**config.mk**
```make
export PLATFORM = sky130hd
export DESIGN_NAME = lsu_dmem_master
export DESIGN_NICKNAME = d
export VERILOG_FILES = /design/src/rtl/lsu_dmem_master.sv
export SDC_FILE = /design/constraint.sdc
export NUM_CORES = 1
export LEC_CHECK = 0
export CAP_MARGIN = 20
export CORE_MARGIN = 4
export CORE_UTILIZATION = 30
export CTS_CLUSTER_DIAMETER = 150
export CTS_CLUSTER_SIZE = 28
export DETAILED_ROUTE_END_ITERATION = 12
export HOLD_SLACK_MARGIN = 0.06
export PLACE_DENSITY_LB_ADDON = 0.05
export REMOVE_ABC_BUFFERS = 1
export SLEW_MARGIN = 25
export SYNTH_ARGS = -nofsm -noshare
export SYNTH_HDL_FRONTEND = slang
export SYNTH_SLANG_ARGS = --single-unit
```
**constraint.sdc**
```tcl
create_clock -name clk -period 2.88 [get_ports clk]
set_clock_uncertainty 0.1 [all_clocks]
set_input_delay 0.288 -clock clk [delete_from_list [all_inputs] [get_ports clk]]
set_output_delay 0.288 -clock clk [all_outputs]
set_load 0.02 [all_outputs]
```
**src/rtl/lsu_dmem_master.sv**
```systemverilog
// lsu_dmem_master: load/store unit back end for a combinational-read data memory.
// Ports: clk, rst_n; req_* handshake in; rsp_* completion out; dmem_* memory port.
package riscv_pkg;
    typedef enum logic [1:0] {
        BYTE      = 2'b00,
        HALF_WORD = 2'b01,
        WORD      = 2'b10
    } mem_size_t;
endpackage

module lsu_dmem_master
    import riscv_pkg::*;
#(
    parameter bit SPLIT_MISALIGNED = 1'b1
) (
    input  logic        clk,
    input  logic        rst_n,
    input  logic        req_valid,
    output logic        req_ready,
    input  logic        req_wr,
    input  mem_size_t   req_size,
    input  logic [31:0] req_addr,
    input  logic [31:0] req_wr_data,
    input  logic        req_zero_extend,
    output logic        rsp_valid,
    output logic [31:0] rsp_rd_data,
    output logic        rsp_err,
    output logic        dmem_req,
    output logic        dmem_wr_en,
    output mem_size_t   dmem_data_size,
    output logic [31:0] dmem_addr,
    output logic [31:0] dmem_wr_data,
    output logic        dmem_zero_extend,
    input  logic [31:0] dmem_rd_data
);

    typedef enum logic [1:0] {IDLE, ACCESS, SPLIT, RESP} state_t;

    state_t      state;
    logic        wr_q;
    mem_size_t   size_q;
    logic [31:0] addr_q;
    logic [31:0] wr_data_q;
    logic        zext_q;
    logic [1:0]  cnt;
    logic [31:0] buf_q;

    logic        bad_size;
    logic        mis;
    logic        last;
    logic [1:0]  cnt_nxt;
    logic [31:0] buf_nxt;
    logic [31:0] split_rd;
    logic [31:0] byte_wr;

    always_comb begin
        bad_size = !(req_size inside {BYTE, HALF_WORD, WORD});
        mis      = ((req_size == HALF_WORD) && req_addr[0]) ||
                   ((req_size == WORD) && (req_addr[1:0] != 2'b00));
        last     = (size_q == HALF_WORD) ? (cnt == 2'd1) : (cnt == 2'd3);
        cnt_nxt  = cnt + 2'd1;
        // buffer as it will look once the current byte lands
        buf_nxt  = buf_q;
        buf_nxt[{cnt, 3'b000} +: 8] = dmem_rd_data[7:0];
        if (size_q == HALF_WORD) begin
            split_rd = zext_q ? {16'd0, buf_nxt[15:0]}
                              : {{16{buf_nxt[15]}}, buf_nxt[15:0]};
        end else begin
            split_rd = buf_nxt;
        end
        byte_wr  = {24'd0, wr_data_q[{cnt_nxt, 3'b000} +: 8]};
    end

    always_ff @(posedge clk or negedge rst_n) begin
        if (!rst_n) begin
            state            <= IDLE;
            wr_q             <= 1'b0;
            size_q           <= BYTE;
            addr_q           <= 32'd0;
            wr_data_q        <= 32'd0;
            zext_q           <= 1'b0;
            cnt              <= 2'd0;
            buf_q            <= 32'd0;
            req_ready        <= 1'b1;
            rsp_valid        <= 1'b0;
            rsp_rd_data      <= 32'd0;
            rsp_err          <= 1'b0;
            dmem_req         <= 1'b0;
            dmem_wr_en       <= 1'b0;
            dmem_data_size   <= BYTE;
            dmem_addr        <= 32'd0;
            dmem_wr_data     <= 32'd0;
            dmem_zero_extend <= 1'b0;
        end else begin
            unique case (state)
                IDLE: begin
                    if (req_valid) begin
                        wr_q      <= req_wr;
                        size_q    <= req_size;
                        addr_q    <= req_addr;
                        wr_data_q <= req_wr_data;
                        zext_q    <= req_zero_extend;
                        req_ready <= 1'b0;
                        if (bad_size || (mis && !SPLIT_MISALIGNED)) begin
                            state       <= RESP;
                            rsp_valid   <= 1'b1;
                            rsp_err     <= 1'b1;
                            rsp_rd_data <= 32'd0;
                        end else if (mis) begin
                            state            <= SPLIT;
                            cnt              <= 2'd0;
                            buf_q            <= 32'd0;
                            dmem_req         <= 1'b1;
                            dmem_wr_en       <= req_wr;
                            dmem_data_size   <= BYTE;
                            dmem_addr        <= req_addr;
                            dmem_wr_data     <= req_wr ? {24'd0, req_wr_data[7:0]}
                                                       : 32'd0;
                            dmem_zero_extend <= 1'b1;
                        end else begin
                            state            <= ACCESS;
                            dmem_req         <= 1'b1;
                            dmem_wr_en       <= req_wr;
                            dmem_data_size   <= req_size;
                            dmem_addr        <= req_addr;
                            dmem_wr_data     <= req_wr_data;
                            dmem_zero_extend <= req_zero_extend;
                        end
                    end
                end
                ACCESS: begin
                    state            <= RESP;
                    dmem_req         <= 1'b0;
                    dmem_wr_en       <= 1'b0;
                    dmem_data_size   <= BYTE;
                    dmem_addr        <= 32'd0;
                    dmem_wr_data     <= 32'd0;
                    dmem_zero_extend <= 1'b0;
                    rsp_valid        <= 1'b1;
                    rsp_rd_data      <= wr_q ? 32'd0 : dmem_rd_data;
                end
                SPLIT: begin
                    buf_q <= buf_nxt;
                    if (last) begin
                        state            <= RESP;
                        dmem_req         <= 1'b0;
                        dmem_wr_en       <= 1'b0;
                        dmem_data_size   <= BYTE;
                        dmem_addr        <= 32'd0;
                        dmem_wr_data     <= 32'd0;
                        dmem_zero_extend <= 1'b0;
                        rsp_valid        <= 1'b1;
                        rsp_rd_data      <= wr_q ? 32'd0 : split_rd;
                    end else begin
                        cnt          <= cnt_nxt;
                        // address wraps naturally at 2^32
                        dmem_addr    <= addr_q + {30'd0, cnt_nxt};
                        dmem_wr_data <= wr_q ? byte_wr : 32'd0;
                    end
                end
                RESP: begin
                    state       <= IDLE;
                    rsp_valid   <= 1'b0;
                    rsp_err     <= 1'b0;
                    rsp_rd_data <= 32'd0;
                    req_ready   <= 1'b1;
                end
                default: state <= IDLE;
            endcase
        end
    end

endmodule

```
; Word level (Yosys, flattened, before mapping)
; Cells that the tools add are included.
[classes]
add_sub_neg = 3
magnitude_cmp = 0
multipliers = 0
n_reduce_logical = 19
shifts = 3
div = 0
bitwise_logic = 0
muxes = 58
n_eq_ne = 14
[ops]
columns = op, count
row1 = $mux 32, 16
row2 = $pmux 32 s3, 2
row3 = $pmux 32 s4, 1
row4 = $pmux 32 s2, 1
row5 = $add 32x2->32, 1
row6 = $bwmux 32, 1
row7 = $shift 8x7->32 const A, 1
row8 = $shiftx 32x6->8, 1
row9 = $shiftx 8x7->32, 1
row10 = $mux 2, 12
row11 = $mux 8, 3
row12 = $mux 1, 13
row13 = $ne 2x2->1 const B, 6
row14 = $pmux 1 s3, 3
row15 = $reduce_and 3->1, 3
row16 = $eq 2x1->1 const B, 4
row17 = $eq 2x2->1 const B, 4
row18 = $pmux 2 s4, 1
row19 = $reduce_and 4->1, 2
row20 = $neg 5->7, 1
row21 = $pmux 2 s3, 1
row22 = $reduce_and 2->1, 3
row23 = $reduce_bool 2->1, 3
row24 = $reduce_bool 3->1, 2
row25 = 8 further kinds, 11
[word_totals]
mem_bits_rw = 0
mem_count = 0
romBits = 0
word_cells = 115
latch_bits = 0
inputBits = 103
register_bits = 208
out_inout_bits = 104

; Depth between registers and ports, before layout
[depth]
depth_word = 8
mapped_depth = 10
mapped_depth_nobuf = 9

; Worst setup path after synthesis
; Ideal clock, no wire load.
[synth_timing]
path_type = register to register
start = register cnt[0]
end = register dmem_addr[18]
required_ps = 2653
stages_incl_launch_ff = 11
setup_ps = 127
slack_ps = -9
period_less_slack_ps = 2889
t_arrival_ps = 2661
path_buffers = 2
cell_sequence = dfrtp_1 buf_2 inv_1 ha_1 inv_1 fa_1 or4_1 buf_2 nor3_1 xnor2_1 o22ai_1
[synth_between]
elab_chain_len = 4
elab_cells_between_ends = 7
cone_classes = 2 x add/sub / 2 x eq/ne / 3 x mux
[synth_rtl]
columns = item, line
row1 = start: declaration, 45  ; logic [1:0] cnt;
row2 = start signal: assignment, 155  ; cnt <= cnt_nxt;
row3 = "$add 2x1->2, or another cell as far along", 61  ; cnt_nxt = cnt + 2'd1;
row4 = $add 32x2->32 or $mux 1 (tied branches), "157, 60"
row5 = $mux 32 *, 144  ; if (last) begin
row6 = $pmux 32 s3 *, 95  ; unique case (state)
row7 = end signal: assignment, 116  ; dmem_addr <= req_addr;
row8 = end signal: assignment, 125  ; dmem_addr <= req_addr;
row9 = end signal: assignment, 157  ; dmem_addr <= addr_q + {30'd0, cnt_nxt};
row10 = end: declaration, 31  ; output logic [31:0] dmem_addr,
; Mark *: on every way between the ends. The rest lies on a longest branch, timed or not.
; A chain may end at the register's enable or synchronous reset.

; Final worst setup path
[layout_timing]
start = register cnt[0]
end = register dmem_addr[11]
; Same word-level chain as after synthesis.

==> impl_results.md <==
- Status: finished clean
- Tot Pwr: 14.73 mW
- Total inserted antenna cells: 0
- Net Switching: 6.428 mW
- Async S/R FF share, synth: 1.000
- Number of synthesized flops with an enable pin: 0
- Unrepaired setup endpoints after global routing: no
- Largest net degree at the start of global routing: 71
- Final #Nets: 1232
- Vias: 7871
- DIE WIDTH: 190.4 um
- Core box area: 0.03270 mm^2
- Share of layout cells above drive strength 1: 0.1422
- First-pass GRT wire length: 49450 um
- DRT iter0 DRCs: approximately 300
- Max Cap Viol: 0
- CTS tree: done
- H-Tree Depth: 1
- Setup ws final: between 0.2 and 0.25 ns
- Max-slew headroom: 0.6048
- Least-Margin Pin Slew: 0.5929 ns
- R2r startpoint: cnt[0]$_DFFE_PN0P_
- Post-detail-place hpwl: 21640 um
- Top FF cell, synth: dfrtp_1
- DRT Pass-1 Iters: 4
- Mapped Cells: 912
- Worst setup EP type: flop
- Die Height: 190.4 um
- R2R cell count: 10
- Type of the most critical hold path: input port to asynchronous set/reset pin
- Crit path launch: cnt[0]$_DFFE_PN0P_
- Synthesized area per cell: 10.95 um^2
- GRT Total Usage: 0.1709
- Clock-pin slew on the worst setup and hold paths: 0.12 ns
- Final setup viols: 0
- Congestion Overflow GR: 0
- Top cells by area, synth: dfrtp_1 52%, mux2_2 8.1%, o21ai_0 4.2%
- Post-Route WL: approximately 32000 um
- Final period util: 0.9134
- IO buf count: between 200 and 250
- Vias in the first global route: between 8000 and 9000
- Worst-path fanout max: 13
- Synth Register Bits: 208
- Min Tclk post-route: 2.630 ns
- I/O pin count: approximately 210
- Post-synthesis sequential area ratio: 0.5214
- Min Hold Slack: 0.2700 ns
- Clock sink total: approximately 210
- Routability cong.: about 0.76
- Number of distinct library cells after synthesis: 61
- # DRC: 0
- CP arrival: ~2.9 ns
- Element type at the critical path start: flop
- Worst EP required: roughly 3.2 ns
- Initial Utilization: 0.3053
- Max clock buf depth: 3
- Syn. warnings: 0
- Internal power: 8.307 mW
- Top cell type's share of synthesized area: 0.5188
- Post-Syn Area: 0.009985 mm^2
- Post-route ant nets: 0
- Final Hold Vio Count: 0
- Synth area leader: dfrtp_1
- Leakage power: ~5.3 nW
- Sequential power share: 0.334
- Avg WL per Cell: 20.28 um
- Clock root buffer: clkbuf_16
- Avg Vias per Cell: between 5 and 6
- Post-CTS setup buffer count: 0
- Die area: 0.03627 mm^2
- Rows: 66
- Worst-Skew Late Latency: approximately 0.48 ns
- Slew Viols, Final: 0
- Initial antenna violation count: 0
- Area Growth Syn to Fin: 31.19%
- Worst vdd ir: 0.0005724 V
- Worst slack, placed: 0.1531 ns
- Clock power frac: 0.118
- CTS Buf Count: 11
- Switching Fraction: 0.4363
- Critical setup path kind: flop to flop
- Gate power share: 0.548
- Power Density: between 1000 and 1500 mW/mm^2
- Max Freq: 0.3802 GHz
- Setup TNS: 0 ns
## cell type report
type,count,area (um^2)
clock buffer,13,282.8
sequential,208,5206
timing repair buffer,251,2482
inverter,19,71.32
clock inverter,1,16.27
fill,3259,19600
multi-input combinational,626,4487
tap,442,553.0
## power groups by stage
stage                     Sequential, mW  Combinational, mW  Clock [mW]
after floorplan                     5.43               3.83           0
after global placement              4.98               8.16           0
after detailed placement            4.98               8.20           0
after CTS                           4.93               8.22        1.83
after global routing                5.07               8.83        1.91
final                               4.92               8.07        1.74
## what timing repair did
| action | CTS | global route |
|---|---|---|
| hold buffers | 1 | 0 |
| hold endpoints to repair | 65 | 0 |
| gates resized for setup | 0 | 1 |
| setup endpoints to repair | 0 | 2 |
## through the flow
stage / instances / utilization / area [um^2]
after floorplan: 853 / - / 9712
after global placement: 1545 / 0.3910 / 12790
after detailed placement: 1545 / 0.3910 / 12790
after CTS: 1560 / 0.4004 / 13100
after global routing: 1560 / 0.4006 / 13100
final: 1560 / 0.4006 / 13100
## Yosys cell counts, drive strengths merged, types with 2 or more instances
| master | number |
|---|---|
| nand4 | 7 |
| a21boi | 3 |
| nor4 | 6 |
| a22oi | 30 |
| nand2 | 91 |
| nor3 | 17 |
| nor4b | 3 |
| nand3 | 9 |
| dfrtp | 207 |
| and4b | 2 |
| dlygate4sd1 | 2 |
| or3 | 2 |
| clkbuf | 41 |
| o22ai | 19 |
| mux2 | 72 |
| o21a | 3 |
| nor2b | 27 |
| nor3b | 4 |
| buf | 15 |
| o21ai | 84 |
| a211oi | 16 |
| a221oi | 9 |
| a32oi | 8 |
| xnor2 | 23 |
| ha | 11 |
| a32o | 2 |
| or4 | 3 |
| a21oi | 35 |
| nand2b | 6 |
| xor2 | 7 |
| a2bb2oi | 9 |
| a31oi | 3 |
| inv | 18 |
| mux4 | 8 |
| nor2 | 49 |
| a22o | 45 |
## final timing paths
check                                               end  slack [ns]
min reg2reg                  rsp_rd_data[0]$_DFFE_PN0P_        0.39
max                           dmem_addr[11]$_DFFE_PN0P_        0.25
max in group asynchronous         req_ready$_DFFE_PN1P_        1.55
min in group clk           dmem_wr_data[17]$_DFFE_PN0P_        0.32
min                         rsp_rd_data[13]$_DFFE_PN0P_        0.27
max reg2reg                   dmem_addr[11]$_DFFE_PN0P_        0.25
## per-layer routing
layer	track usage	up-vias	share of wire
met5	0	-	0
met4	0.03122	0	0.016
met3	0.03424	26	0.052
met2	0.2877	177	0.47
met1	0.2320	3923	0.46
li1	-	3745	-
## placed cells by master (no fill, tap or decap), types with 9 or more instances in the layout
cell / netlist / layout
a211oi_1: 16 / 16
a21oi_1: 35 / 35
a221oi_1: 9 / 9
a22o_1: 45 / 45
a22oi_1: 30 / 30
buf_4: 0 / 38
clkbuf_16: 0 / 11
clkdlybuf4s50_1: 0 / 205
dfrtp_1: 207 / 207
ha_1: 11 / 11
inv_1: 18 / 18
mux2_2: 72 / 72
nand2_1: 89 / 88
nor2_1: 48 / 48
nor2b_1: 27 / 27
nor3_1: 17 / 16
o21ai_0: 84 / 83
o22ai_1: 17 / 17
xnor2_1: 23 / 23
## logic make-up (layout without fill, tap and decap cells)
logic type | count (synthesis) | in the layout | synth area share
AO/OA/AOI/OAI | 273 | 273 | 0.1845
AND/OR/NAND/NOR | 230 | 230 | 0.1173
flip-flops | 208 | 208 | 0.5214
multiplexers | 81 | 81 | 0.1003
buffers and inverters | 78 | 284 | 0.03446
XOR/XNOR | 30 | 30 | 0.02632
adder cells (fa/ha/maj) | 12 | 12 | 0.01579
## registers in the layout (all words and copies together) (netlist names)
| signal | flops |
|---|---|
| dmem_zero_extend | 1 |
| cnt | 2 |
| buf_q | 32 |
| rsp_rd_data | 32 |
| dmem_data_size | 2 |
| size_q | 2 |
| rsp_err | 1 |
| addr_q | 32 |
| zext_q | 1 |
| wr_q | 1 |
| wr_data_q | 32 |
| dmem_wr_data | 32 |
| dmem_wr_en | 1 |
| rsp_valid | 1 |
| dmem_req | 1 |
| req_ready | 1 |
| dmem_addr | 32 |
| state | 2 |
## critical path: stages (launching register included)
cell and delay (ns):
dfrtp_1 0.39, inv_1 0.10, ha_1 0.25, buf_4 0.22, ha_1 0.30, a21oi_1 0.08, or4_1 0.40, buf_4 0.21
xnor2_1 0.14, a221oi_1 0.27, nor2_1 0.07
No activity file was read; power rests on OpenSTA's default activity.
